## config.mk

```make
export PLATFORM = sky130hd
export DESIGN_NAME = neuron_output_collector
export DESIGN_NICKNAME = d
export VERILOG_FILES = /design/src/rtl/neuron_pkg.sv /design/src/rtl/collector_bank.sv /design/src/rtl/neuron_output_collector.sv
export SDC_FILE = /design/constraint.sdc
export NUM_CORES = 2
export LEC_CHECK = 0
export ABC_AREA = 1
export ABC_CLOCK_PERIOD_IN_PS = 2400
export CAP_MARGIN = 20
export CELL_PAD_IN_SITES_DETAIL_PLACEMENT = 0
export CELL_PAD_IN_SITES_GLOBAL_PLACEMENT = 2
export CORE_AREA = 2 2 421 423
export DETAILED_ROUTE_END_ITERATION = 10
export DIE_AREA = 0 0 423 425
export PLACE_DENSITY = 0.78
export SYNTH_ARGS = -nofsm -noshare
export SYNTH_HDL_FRONTEND = slang
export SYNTH_SLANG_ARGS = --single-unit
```

## constraint.sdc

```tcl
create_clock -name clk -period 2.4 [get_ports clk]
set_input_delay 0.24 -clock clk [delete_from_list [all_inputs] [get_ports clk]]
set_output_delay 0.24 -clock clk [all_outputs]
set_load 0.02 [all_outputs]
```

## src/rtl/neuron_pkg.sv

```systemverilog
// Shared neuron datapath types: activation word, layer vector and collector FSM states.
package neuron_pkg;
  localparam int WORD_W  = 32;
  localparam int LAYER_N = 32;

  typedef logic [WORD_W-1:0] word_t;
  typedef word_t [LAYER_N-1:0] vec_t;

  typedef enum logic [0:0] {
    FILL = 1'b0,
    HOLD = 1'b1
  } coll_state_e;
endpackage

```

## src/rtl/collector_bank.sv

```systemverilog
// One N_OUT-slot activation bank. Slots are written in order, and the write index is the fill count.
// A clear takes priority over a write in the same cycle. The caller never writes when the bank is full.
module collector_bank #(
  parameter int N_OUT = 32,
  parameter int WIDTH = 32,
  localparam int IDX_W = $clog2(N_OUT)
) (
  input  logic                        clk,
  input  logic                        rst_n,
  input  logic                        wr_en_i,
  input  logic [WIDTH-1:0]            wr_dat_i,
  input  logic                        clr_i,
  output logic [N_OUT-1:0][WIDTH-1:0] slots_o,
  output logic [IDX_W:0]              cnt_o,
  output logic                        full_o
);
  logic [N_OUT-1:0][WIDTH-1:0] slots_q, slots_d;
  logic [IDX_W:0]              cnt_q, cnt_d;
  logic [IDX_W-1:0]            idx;

  assign idx = cnt_q[IDX_W-1:0];

  always_comb begin
    slots_d = slots_q;
    cnt_d   = cnt_q;
    if (clr_i) begin
      slots_d = '0;
      cnt_d   = '0;
    end else if (wr_en_i) begin
      slots_d[idx] = wr_dat_i;
      cnt_d        = cnt_q + (IDX_W+1)'(1);
    end
  end

  always_ff @(posedge clk) begin
    if (!rst_n) begin
      slots_q <= '0;
      cnt_q   <= '0;
    end else begin
      slots_q <= slots_d;
      cnt_q   <= cnt_d;
    end
  end

  assign slots_o = slots_q;
  assign cnt_o   = cnt_q;
  assign full_o  = (cnt_q == (IDX_W+1)'(N_OUT));
endmodule

```

## src/rtl/neuron_output_collector.sv

```systemverilog
// Packs N_OUT accepted activations into one vector. vec_valid rises 1 cycle after the last beat or after a flush.
// The base build stalls input while a vector is held. COLLECTOR_DBUF_EN adds ping-pong banks that keep filling while a vector is held.
module neuron_output_collector
  import neuron_pkg::*;
#(
  parameter int N_OUT = LAYER_N,
  parameter int WIDTH = WORD_W,
  localparam int IDX_W = $clog2(N_OUT)
) (
  input  logic                        clk,
  input  logic                        rst_n,
  input  logic                        in_valid,
  output logic                        in_ready,
  input  logic [WIDTH-1:0]            in_data,
  input  logic                        flush,
  output logic                        vec_valid,
  input  logic                        vec_ready,
  output logic [N_OUT-1:0][WIDTH-1:0] vec_data,
  output logic [IDX_W:0]              fill_count
);
  logic           accept;
  logic           cmpl;
  logic [IDX_W:0] cnt;
  logic           full;

  assign accept = in_valid && in_ready;
  // A flush closes the bank only if the bank then holds at least one beat.
  assign cmpl = in_ready && ((accept && cnt == (IDX_W+1)'(N_OUT-1)) ||
                             (flush && (in_valid || cnt != '0)));

`ifdef COLLECTOR_DBUF_EN
  logic                        fsel_q, fsel_d;
  logic [1:0]                  done_q, done_d;
  logic                        vld_q, vld_d;
  logic [N_OUT-1:0][WIDTH-1:0] vec_q, vec_d;
  logic [N_OUT-1:0][WIDTH-1:0] slots_b [2];
  logic [IDX_W:0]              cnt_b [2];
  logic [1:0]                  full_b, wr_en, clr;
  logic                        out_free, ld, ld_sel;
  logic [IDX_W-1:0]            idx;

  for (genvar b = 0; b < 2; b++) begin : g_bank
    collector_bank #(.N_OUT(N_OUT), .WIDTH(WIDTH)) u_bank (
      .clk      (clk),
      .rst_n    (rst_n),
      .wr_en_i  (wr_en[b]),
      .wr_dat_i (in_data),
      .clr_i    (clr[b]),
      .slots_o  (slots_b[b]),
      .cnt_o    (cnt_b[b]),
      .full_o   (full_b[b])
    );
  end

  assign cnt      = cnt_b[fsel_q];
  assign full     = full_b[fsel_q];
  assign idx      = cnt[IDX_W-1:0];
  assign in_ready = !done_q[fsel_q] && !full;
  assign out_free = !vld_q || vec_ready;
  assign ld       = out_free && (done_q != 2'b00 || cmpl);
  // If both banks are closed, fsel points at the older one. If only one is closed, it is the other bank.
  assign ld_sel   = (done_q != 2'b00 && !done_q[fsel_q]) ? ~fsel_q : fsel_q;

  always_comb begin
    wr_en  = '0;
    clr    = '0;
    done_d = done_q;
    fsel_d = fsel_q;
    vld_d  = vld_q;
    vec_d  = vec_q;
    if (accept) wr_en[fsel_q] = 1'b1;
    if (cmpl) begin
      done_d[fsel_q] = 1'b1;
      fsel_d         = ~fsel_q;
    end
    if (ld) begin
      clr[ld_sel]    = 1'b1;
      done_d[ld_sel] = 1'b0;
      vld_d          = 1'b1;
      vec_d          = slots_b[ld_sel];
      // Bypass the beat that completes the bank, so the vector appears next cycle.
      if (accept && ld_sel == fsel_q) vec_d[idx] = in_data;
    end else if (vec_ready) begin
      vld_d = 1'b0;
      vec_d = '0;
    end
  end

  always_ff @(posedge clk) begin
    if (!rst_n) begin
      fsel_q <= 1'b0;
      done_q <= '0;
      vld_q  <= 1'b0;
      vec_q  <= '0;
    end else begin
      fsel_q <= fsel_d;
      done_q <= done_d;
      vld_q  <= vld_d;
      vec_q  <= vec_d;
    end
  end

  assign vec_valid  = vld_q;
  assign vec_data   = vec_q;
  assign fill_count = done_q[fsel_q] ? '0 : cnt;
`else
  coll_state_e state_q, state_d;

  collector_bank #(.N_OUT(N_OUT), .WIDTH(WIDTH)) u_bank (
    .clk      (clk),
    .rst_n    (rst_n),
    .wr_en_i  (accept),
    .wr_dat_i (in_data),
    .clr_i    (vec_valid && vec_ready),
    .slots_o  (vec_data),
    .cnt_o    (cnt),
    .full_o   (full)
  );

  always_comb begin
    state_d = state_q;
    case (state_q)
      FILL:    if (cmpl) state_d = HOLD;
      HOLD:    if (vec_ready) state_d = FILL;
      default: state_d = FILL;
    endcase
  end

  always_ff @(posedge clk) begin
    if (!rst_n) state_q <= FILL;
    else        state_q <= state_d;
  end

  assign in_ready   = (state_q == FILL) && !full;
  assign vec_valid  = (state_q == HOLD);
  assign fill_count = cnt;
`endif
endmodule

```

Yosys cells after proc, flatten, opt, wreduce, memory -nomap -nowiden:

Index checks and enable logic that the tools add are counted.

* output and inout bits: 1032
* input port bits: 37
* logic and storage cells: 59
* register bits after elaboration: 1031

* bitwise logic cells: 2
* reductions and logical operators: 12
* order comparisons: 2
* equal/unequal tests: 2
* add/subtract/negate cells: 1
* multiplexer cells: 6

Operators with widths (number)
* bitwise mux 1024 bit: 1
* demux 32 bit (select 5 bit): 1
* two-way mux 32 bit: 1
* logical AND 1 bit: 7
* adder 6 x 1 -> 6 bit (second input constant): 1
* == test 6 x 5 -> 1 bit (second input constant): 1
* == test 6 bit (second input constant): 1
* < comparator 5 x 6 -> 1 bit (second input constant): 1
* nonzero test 6 bit: 1
* >= comparator 5 x 1 -> 1 bit (second input constant): 1
* logical OR 1 bit: 2
* two-way mux 1 bit: 2
* NOT 1 bit: 2
* one-hot mux 1 bit (2 select lines): 1
* OR reduction 2 bit: 1
* zero test 1 bit: 1

Logic depth before layout (Yosys ltp):

* depth after elaboration: 9
* gate-level depth with buffers: 9

Modules after synthesis:

Synthesis repeated with hierarchy kept, for this count alone.

* cells, all modules: 6002
* area total of the unflattened synthesis: 40485.1 sq um

By module, submodules not included
* collector_bank: times used 1, cells each 5977, area each 40338.7 sq um
* neuron_output_collector: times used 1, cells each 25, area each 146.4 sq um

Least setup slack after synthesis:

No wires, ideal clock.

* path kind: reg-to-reg
* start: register u_bank.cnt_q[0] (netlist: u_bank.cnt_o[0])
* end: register u_bank.slots_q (netlist bit u_bank.slots_o[587])
* period minus slack after synthesis: 1.879 ns
* stages on the path, launching flop included: 9
* slack: 0.521 ns
* library setup time: 0.113 ns
* arrival time: 1.766 ns
* cell sequence: dfxtp_1 > inv_1 > ha_1 > nand3_4 > buf_6 > nand4_4 > buf_2 > nor2_1 > nor2_1

* cells in the longest elaborated chain, start to end: 5

RTL lines
* from (decl): RTL line collector_bank.sv:18 `logic [IDX_W:0] cnt_q, cnt_d;`
* from (signal assigned): RTL line collector_bank.sv:41 `cnt_q <= cnt_d;`
* < comparator 5 x 6 -> 1 bit (not written as such) or >= comparator 5 x 1 -> 1 bit (tied branches): RTL line collector_bank.sv:30 `slots_d[idx] = wr_dat_i;`
* logical AND 1 bit (not written as such): RTL line collector_bank.sv:30
* two-way mux 32 bit (not written as such): RTL line collector_bank.sv:30
* demux 32 bit (select 5 bit)
* bitwise mux 1024 bit: RTL line collector_bank.sv:30
* to (signal assigned): RTL line collector_bank.sv:40 `slots_q <= slots_d;`
* to (decl): RTL line collector_bank.sv:17 `logic [N_OUT-1:0][WIDTH-1:0] slots_q, slots_d;`

Parallel ways exist; a longest one is shown, timed or not.
A chain may end at the register's enable or synchronous reset.

Worst setup path after layout:

* start: register u_bank.cnt_q[5] (netlist: u_bank.cnt_o[5])
* end: output port fill_count[5]

RTL lines
* to (decl): RTL line neuron_output_collector.sv:19 `output logic [IDX_W:0] fill_count`

No word-level cell between the ends.

==> results.tsv <==
stage	metric	value	unit
global_routing	largest net degree at the start of global routing	75	
critical_path	Setup crit end kind	primary output	
clock_network	Num CTS Buffers	121	
floorplan	die height	425	um
detailed_routing	total wire length	198000	um
floorplan	Die ar.	0.180	mm^2
logic_synthesis	mapped cell area	0.0428	mm^2
power	Lkg Pwr	30.7	nW
critical_path	number of cells on the critical path	1	
critical_path	critical path cell sequence	clkdlybuf4s50_1	
logic_synthesis	Syn Nets	6742	
logic_synthesis	top_reg_cell synth	dfxtp_1	
global_routing	first-pass GRT wire length	275000	um
critical_path	Required @ worst endpoint	2.16	ns
placement	GPL Wtd Cong	0.812	
sta	Final min period	2.23	ns
final_layout	Nets	7711	
floorplan	number of core rows	154	
critical_path	reg2reg path depth	9	
sta	fmax	0.448	GHz
min_path	Worst Hold Class	input port to register	
status	status	finished clean	
sta	TNS Setup	0	ns
detailed_routing	Detailed Route Iter0 Violations	2656	
critical_path	CP max FO	4	
logic_synthesis	sequential share of the synthesized area	0.482	
sta	final period utilization	0.930	
clock_network	Post-CTS Setup Repair Bufs	0	
sta	Final Max Slew Viols	0	
floorplan	starting density of the core	0.244	
final_layout	proportion of layout cells with a drive suffix above 1	0.0532	
critical_path	Crit path buffers/inverters	1	
final_layout	number of fill cells	18600	
clock_network	CTS tree	done	
critical_path	family with the most delay on the worst path	buffers and inverters	
logic_synthesis	asr flop ratio synth	0	
sta	Setup Viol. Count Final	0	
critical_path	CP Capture Point	fill_count[5]	
global_routing	vias in the first global route	36500	
detailed_routing	vias per inst	3.99	
detailed_routing	Residual DRC	0	
placement	Placement Setup Slack	0.236	ns
detailed_routing	wire per inst	19.6	um
placement	Post-DP HPWL	133000	um
clock_network	Clock Path Buffers	3	
logic_synthesis	EDFF count, synth	0	
clock_network	Worst-Skew Late Latency	0.77	ns
sta	final hold vios	0	
critical_path	WS Path Type	register to primary output	
floorplan	I/O Pins	1069	
power	total power	0.0384	W
critical_path	CP Launch Type	register	
sta	Worst Tran Pin Value	0.849	ns
job	max-cap violations	0	
final_layout	area of the multi-input gates	0.0165	mm^2
critical_path	crit path DAT	1.99	ns
logic_synthesis	cell count after synthesis	6701	
global_routing	gr usage total	0.212	
floorplan	core area	0.175	mm^2
logic_synthesis	Synth Warn #	0	
power	PwrDens	629	mW/mm^2
critical_path	slowest library cell on the worst path	clkdlybuf4s50_1	
clock_network	CTS H-tree depth	3	
floorplan	Die Wd	423	um
global_routing	Congestion Overflow GR	0	
global_routing	initial antenna violation count	12	
detailed_routing	vias	40300	
critical_path	crit path launch	u_bank.cnt_o[5]$_SDFFE_PP0P_	
logic_synthesis	post-synthesis cell type count	23	
sta	Worst Skew	0.0327	ns
min_path	hold path startpoint	in_data[6]	
final_layout	end-of-flow core utilization	0.348	
logic_synthesis	Seq cells post-synth	1031	
critical_path	reg2reg end	u_bank.slots_o[612]$_SDFFE_PP0P_	
sta	RSZ-0062 raised after global routing	no	
critical_path	reg2reg setup slack	0.24	ns
clock_network	Clock Sinks	1031	
final_layout	Area Overhead vs Synth	42.7	%
clock_network	clk slew on worst S/H paths	0.06	ns
logic_synthesis	Synth Area per Inst	6.39	um^2
sta	final worst setup slack	0.169	ns
critical_path	Reg-to-Reg Start	u_bank.cnt_o[0]$_SDFFE_PP0P_	
sta	final hold slack	0.0956	ns
clock_network	clock root buffer	clkbuf_16	
critical_path	max incr delay on CP	0.83	ns
final_layout	register area	0.0206	mm^2
detailed_routing	Antenna Nets Post-Route	0	
sta	Slew headroom	0.434	
power	Peak VDD IR	0.542	mV
placement	Buffers on Ports	1068	
detailed_routing	Initial DRT Pass Iterations	7	
==> power by group <==
| part | leakage, nW | total, W | internal [W] | switching [W] |
|---|---|---|---|---|
| logic | 20.4 | 0.00260 | 0.000721 | 0.00188 |
| clock network | 1.91 | 0.0185 | 0.0108 | 0.00773 |
| registers | 8.31 | 0.0173 | 0.0173 | 0.0000749 |
==> how the worst min path moves through the flow <==
| stage | endpoint | slack [ns] | cells after the start |
|---|---|---|---|
| 3_5_place_dp | u_bank.slots_o[750]$_SDFFE_PP0P_ | 0.50 | 4 |
| 6_report | u_bank.slots_o[454]$_SDFFE_PP0P_ | 0.1 | 3 |
| 3_3_place_gp | u_bank.cnt_o[5]$_SDFFE_PP0P_ | 0.49 | 2 |
| 4_1_cts | u_bank.slots_o[454]$_SDFFE_PP0P_ | 0.003 | 3 |
| 2_1_floorplan | u_bank.slots_o[0]$_SDFFE_PP0P_ | 0.37 | 2 |
| 5_1_grt | u_bank.slots_o[998]$_SDFFE_PP0P_ | 0.07 | 3 |
==> tightest hold or removal path: cells and delay by family <==
family | cells | cell delay, ns
buf+inv | 1 | 0.32
simple gates | 2 | 0.23
==> stage by stage <==
| step | area (um^2) | std cells |
|---|---|---|
| final | 61100 | 10100 |
| after global routing | 61100 | 10100 |
| after CTS | 61100 | 10100 |
| after detailed placement | 56900 | 9860 |
| after global placement | 56900 | 9860 |
| after floorplan | 42800 | 6701 |
==> sequential cells by signal (all words and copies together) (netlist names) <==
name / count
u_bank.slots_o: 1024
vec_valid: 1
u_bank.cnt_o: 6
==> area by class of cell <==
| class | instances | area share |
|---|---|---|
| timing repair buffer | 1261 | 0.217 |
| tap | 2340 | 0.0479 |
| clock buffer | 189 | 0.0592 |
| inverter | 1041 | 0.0641 |
| antenna | 1 | 0.0000410 |
| multi-input combinational | 4214 | 0.269 |
| sequential | 1031 | 0.338 |
| clock inverter | 24 | 0.00438 |
==> cells in the mapped netlist, types with 2 or more instances <==
cell,count,area share
nor2_1,2083,0.18
nand2_1,2069,0.18
inv_1,1037,0.091
dfxtp_1,1031,0.48
clkbuf_1,204,0.018
buf_2,184,0.022
nand4_4,27,0.013
buf_1,14,0.0012
buf_4,10,0.0018
nand3_1,8,0.00094
a21oi_1,7,0.00082
ha_1,4,0.0012
nand4_2,4,0.0012
buf_6,3,0.00079
inv_2,3,0.00026
nand4_1,3,0.00044
nor2_2,2,0.00029
o21ai_0,2,0.00023
xor2_1,2,0.00041
==> cells in the final DEF (no fill, tap or decap), drive strengths merged <==
| master | n |
|---|---|
| nand4 | 34 |
| inv | 1043 |
| nand2 | 2069 |
| buf | 200 |
| nand3 | 9 |
| xor2 | 2 |
| clkinv | 15 |
| dfxtp | 1031 |
| clkbuf | 189 |
| ha | 4 |
| diode | 1 |
| dlygate4sd3 | 27 |
| o21a | 1 |
| nor3 | 1 |
| dlygate4sd2 | 4 |
| clkinvlp | 2 |
| clkdlybuf4s50 | 1030 |
| a21oi | 7 |
| o21ai | 2 |
| bufinv | 5 |
| nor2 | 2085 |
==> kinds of logic (layout without fill, tap and decap cells) <==
family / count (synthesis) / count (layout) / share of synthesized area
adders and majority gates: 4 / 4 / 0.00117
buffers and inverters: 1456 / 2515 / 0.134
AOI/OAI and AO/OA: 10 / 10 / 0.00123
other: 0 / 1 / 0
DFF: 1031 / 1031 / 0.482
xor gates and xnor gates: 2 / 2 / 0.000409
and+or+nand+nor: 4198 / 4198 / 0.381
==> layer usage <==
layer	wire length [um]	part of all wire	global-route usage
met5	0	0	0
met3	13300	0.067	0.0573
met2	98000	0.49	0.375
met1	78300	0.40	0.240
met4	8530	0.043	0.0885
==> repair_timing <==
| action | CTS | global route |
|---|---|---|
| hold endpoints to repair | 427 | 0 |
| endpoints found under the setup margin | 5 | 1 |
| pin swaps | 0 | 1 |
| hold buffers | 27 | 0 |
| resized for setup | 10 | 0 |
Power figures use the tool's default switching activity.
==> patch (config.mk and constraints unchanged) <==
Set the package constant `LAYER_N` to 16 (it was 32).
--- a/src/rtl/neuron_pkg.sv
+++ b/src/rtl/neuron_pkg.sv
@@ -1,7 +1,7 @@
 // Shared neuron datapath types: activation word, layer vector and collector FSM states.
 package neuron_pkg;
   localparam int WORD_W  = 32;
-  localparam int LAYER_N = 32;
+  localparam int LAYER_N = 16;
 
   typedef logic [WORD_W-1:0] word_t;
   typedef word_t [LAYER_N-1:0] vec_t;
Interface: changed (resized fill_count and vec_data); port bits go from 1069 to 556. No check against the original RTL was run, so the function may have changed too.
==> patch against the original RTL <==
- first-iteration DRC count shrank 54%
- setup slack gained 0.062 ns
- synthesized area shrank 55%
- non-clock buffer count shrank 619
- final area shrank 51%
- total power shrank 43%
- via count shrank 53%
- sequential cell count shrank 513
- wire length shrank 47%
- synthesized cell count shrank 62%
- clock power shrank 41%
- utilization shrank 18 points
- critical path type is now register to register
==> patch: results (changes against the original RTL) <==
Placed design
  – Dpl ws: 0.160 ns (-0.0760 ns)
  – Placer Congestion: 0.758 (-6.6%)
  – Post-DP Area: 27,700 sq um (-51%)
  – Number of port buffers: 555 (-48%)
  – Detail Placement HPWL: 70.3 mm (-47%)

Synthesis
  – Compound-Gate Fraction of Synth Area: 0.169 (+0.168)
  – Avg Cell Area, Syn: 7.50 sq um (+17%)
  – Synth cell types: 16 (-30%)
  – Syn Nets: 2,601 (-61%)
  – Synth area leaders: dfxtp_1, a21oi_1, nand2_1
  – Sequential share of the synthesized area: 0.540 (+0.0584)

Critical path
  – Worst Path Max Fanout: 22 (+18)
  – Worst EP arrival: 2.68 ns (+0.69 ns)

GRT
  – Vias in the first global route: 17.8k (-51%)
  – Pin count of the biggest net entering global routing: 134 (+79%)
  – GRT Total Usage: 0.111 (-0.101)

Pwr
  – Leak: 10.4 nW (-66%)
  – Maximum VDD drop: 0.442 mV (-18%)

STA
  – Worst slew margin: 0.420 (-0.0145)

Routing
  – Via-to-Cell Ratio: 3.49 (-13%)
  – WL final: 104 mm (-47%)
  – Initial DRT Pass Iterations: 5 (-2)

Outcome
  – Status: finished, final reports clean

Layout
  – Fill cell count: 19.8k (+6.3%)
  – Share of cells above drive strength 1: 0.0771 (+0.0239)
patch: path summary, 6_finish.rpt:
check,start,to,slack [ns],cells after the start
max,u_bank.cnt_o[0],u_bank.slots_o[2],0.23,10
min,in_data[16],u_bank.slots_o[336],0.11,3
max reg2reg,u_bank.cnt_o[0],u_bank.slots_o[2],0.23,10
min reg2reg,u_bank.slots_o[480],u_bank.slots_o[480],0.46,2
patch: power by group through the flow:
stage               registers, mW  clock network (mW)  logic, mW
floorplan                    9.17                   0      0.965
global placement             9.01                   0       2.30
CTS                          8.83                11.4       2.31
detailed placement           9.01                   0       2.31
global route                 8.84                11.7       2.45
finish                       8.83                11.0       2.24
patch: through the flow:
stage	utilization	hold WS, ns
after CTS	0.172	0.0307
after floorplan	-	0.405
after global placement	0.158	0.451
final	0.172	0.108
after detailed placement	0.158	0.455
after global routing	0.172	0.0815
patch: repair_timing:
action,in CTS,in global routing
setup endpoints to repair,1,1
hold buffers,1,0
resized for setup,2,1
endpoints found under the hold margin,2,0
patch: area by class of cell:
class,instances,area (sq um),share of cell area
flip-flops and latches,518,10400,0.344
inverters,113,432,0.0143
clock inverters,35,470,0.0156
clock buffers,90,1960,0.0650
well taps,2340,2930,0.0971
repair buffers,642,6380,0.212
diodes,15,37.5,0.00125
multi-input cells,1701,7560,0.251
patch: worst max-delay path: cells and delay by family (launching register included):
kind	cells	cell delay, ns
AOI/OAI and AO/OA	1	0.07
adders and majority gates	1	0.24
buffers and inverters	5	0.96
DFF	1	0.40
and+or+nand+nor	3	0.34
patch: cells by family (layout without fill, tap and decap cells):
group	count (synthesis)	after routing
adder cells (fa/ha/maj)	5	5
buffers and inverters	340	880
AO/OA/AOI/OAI	649	649
flip-flops	518	518
other	0	15
AND/OR/NAND/NOR	1047	1047
patch: layer usage:
layer | GRT usage | wire [microns]
met2 | 0.195 | 51800
met1 | 0.127 | 41100
met3 | 0.0275 | 6740
met4 | 0.0499 | 4650
met5 | 0 | 0
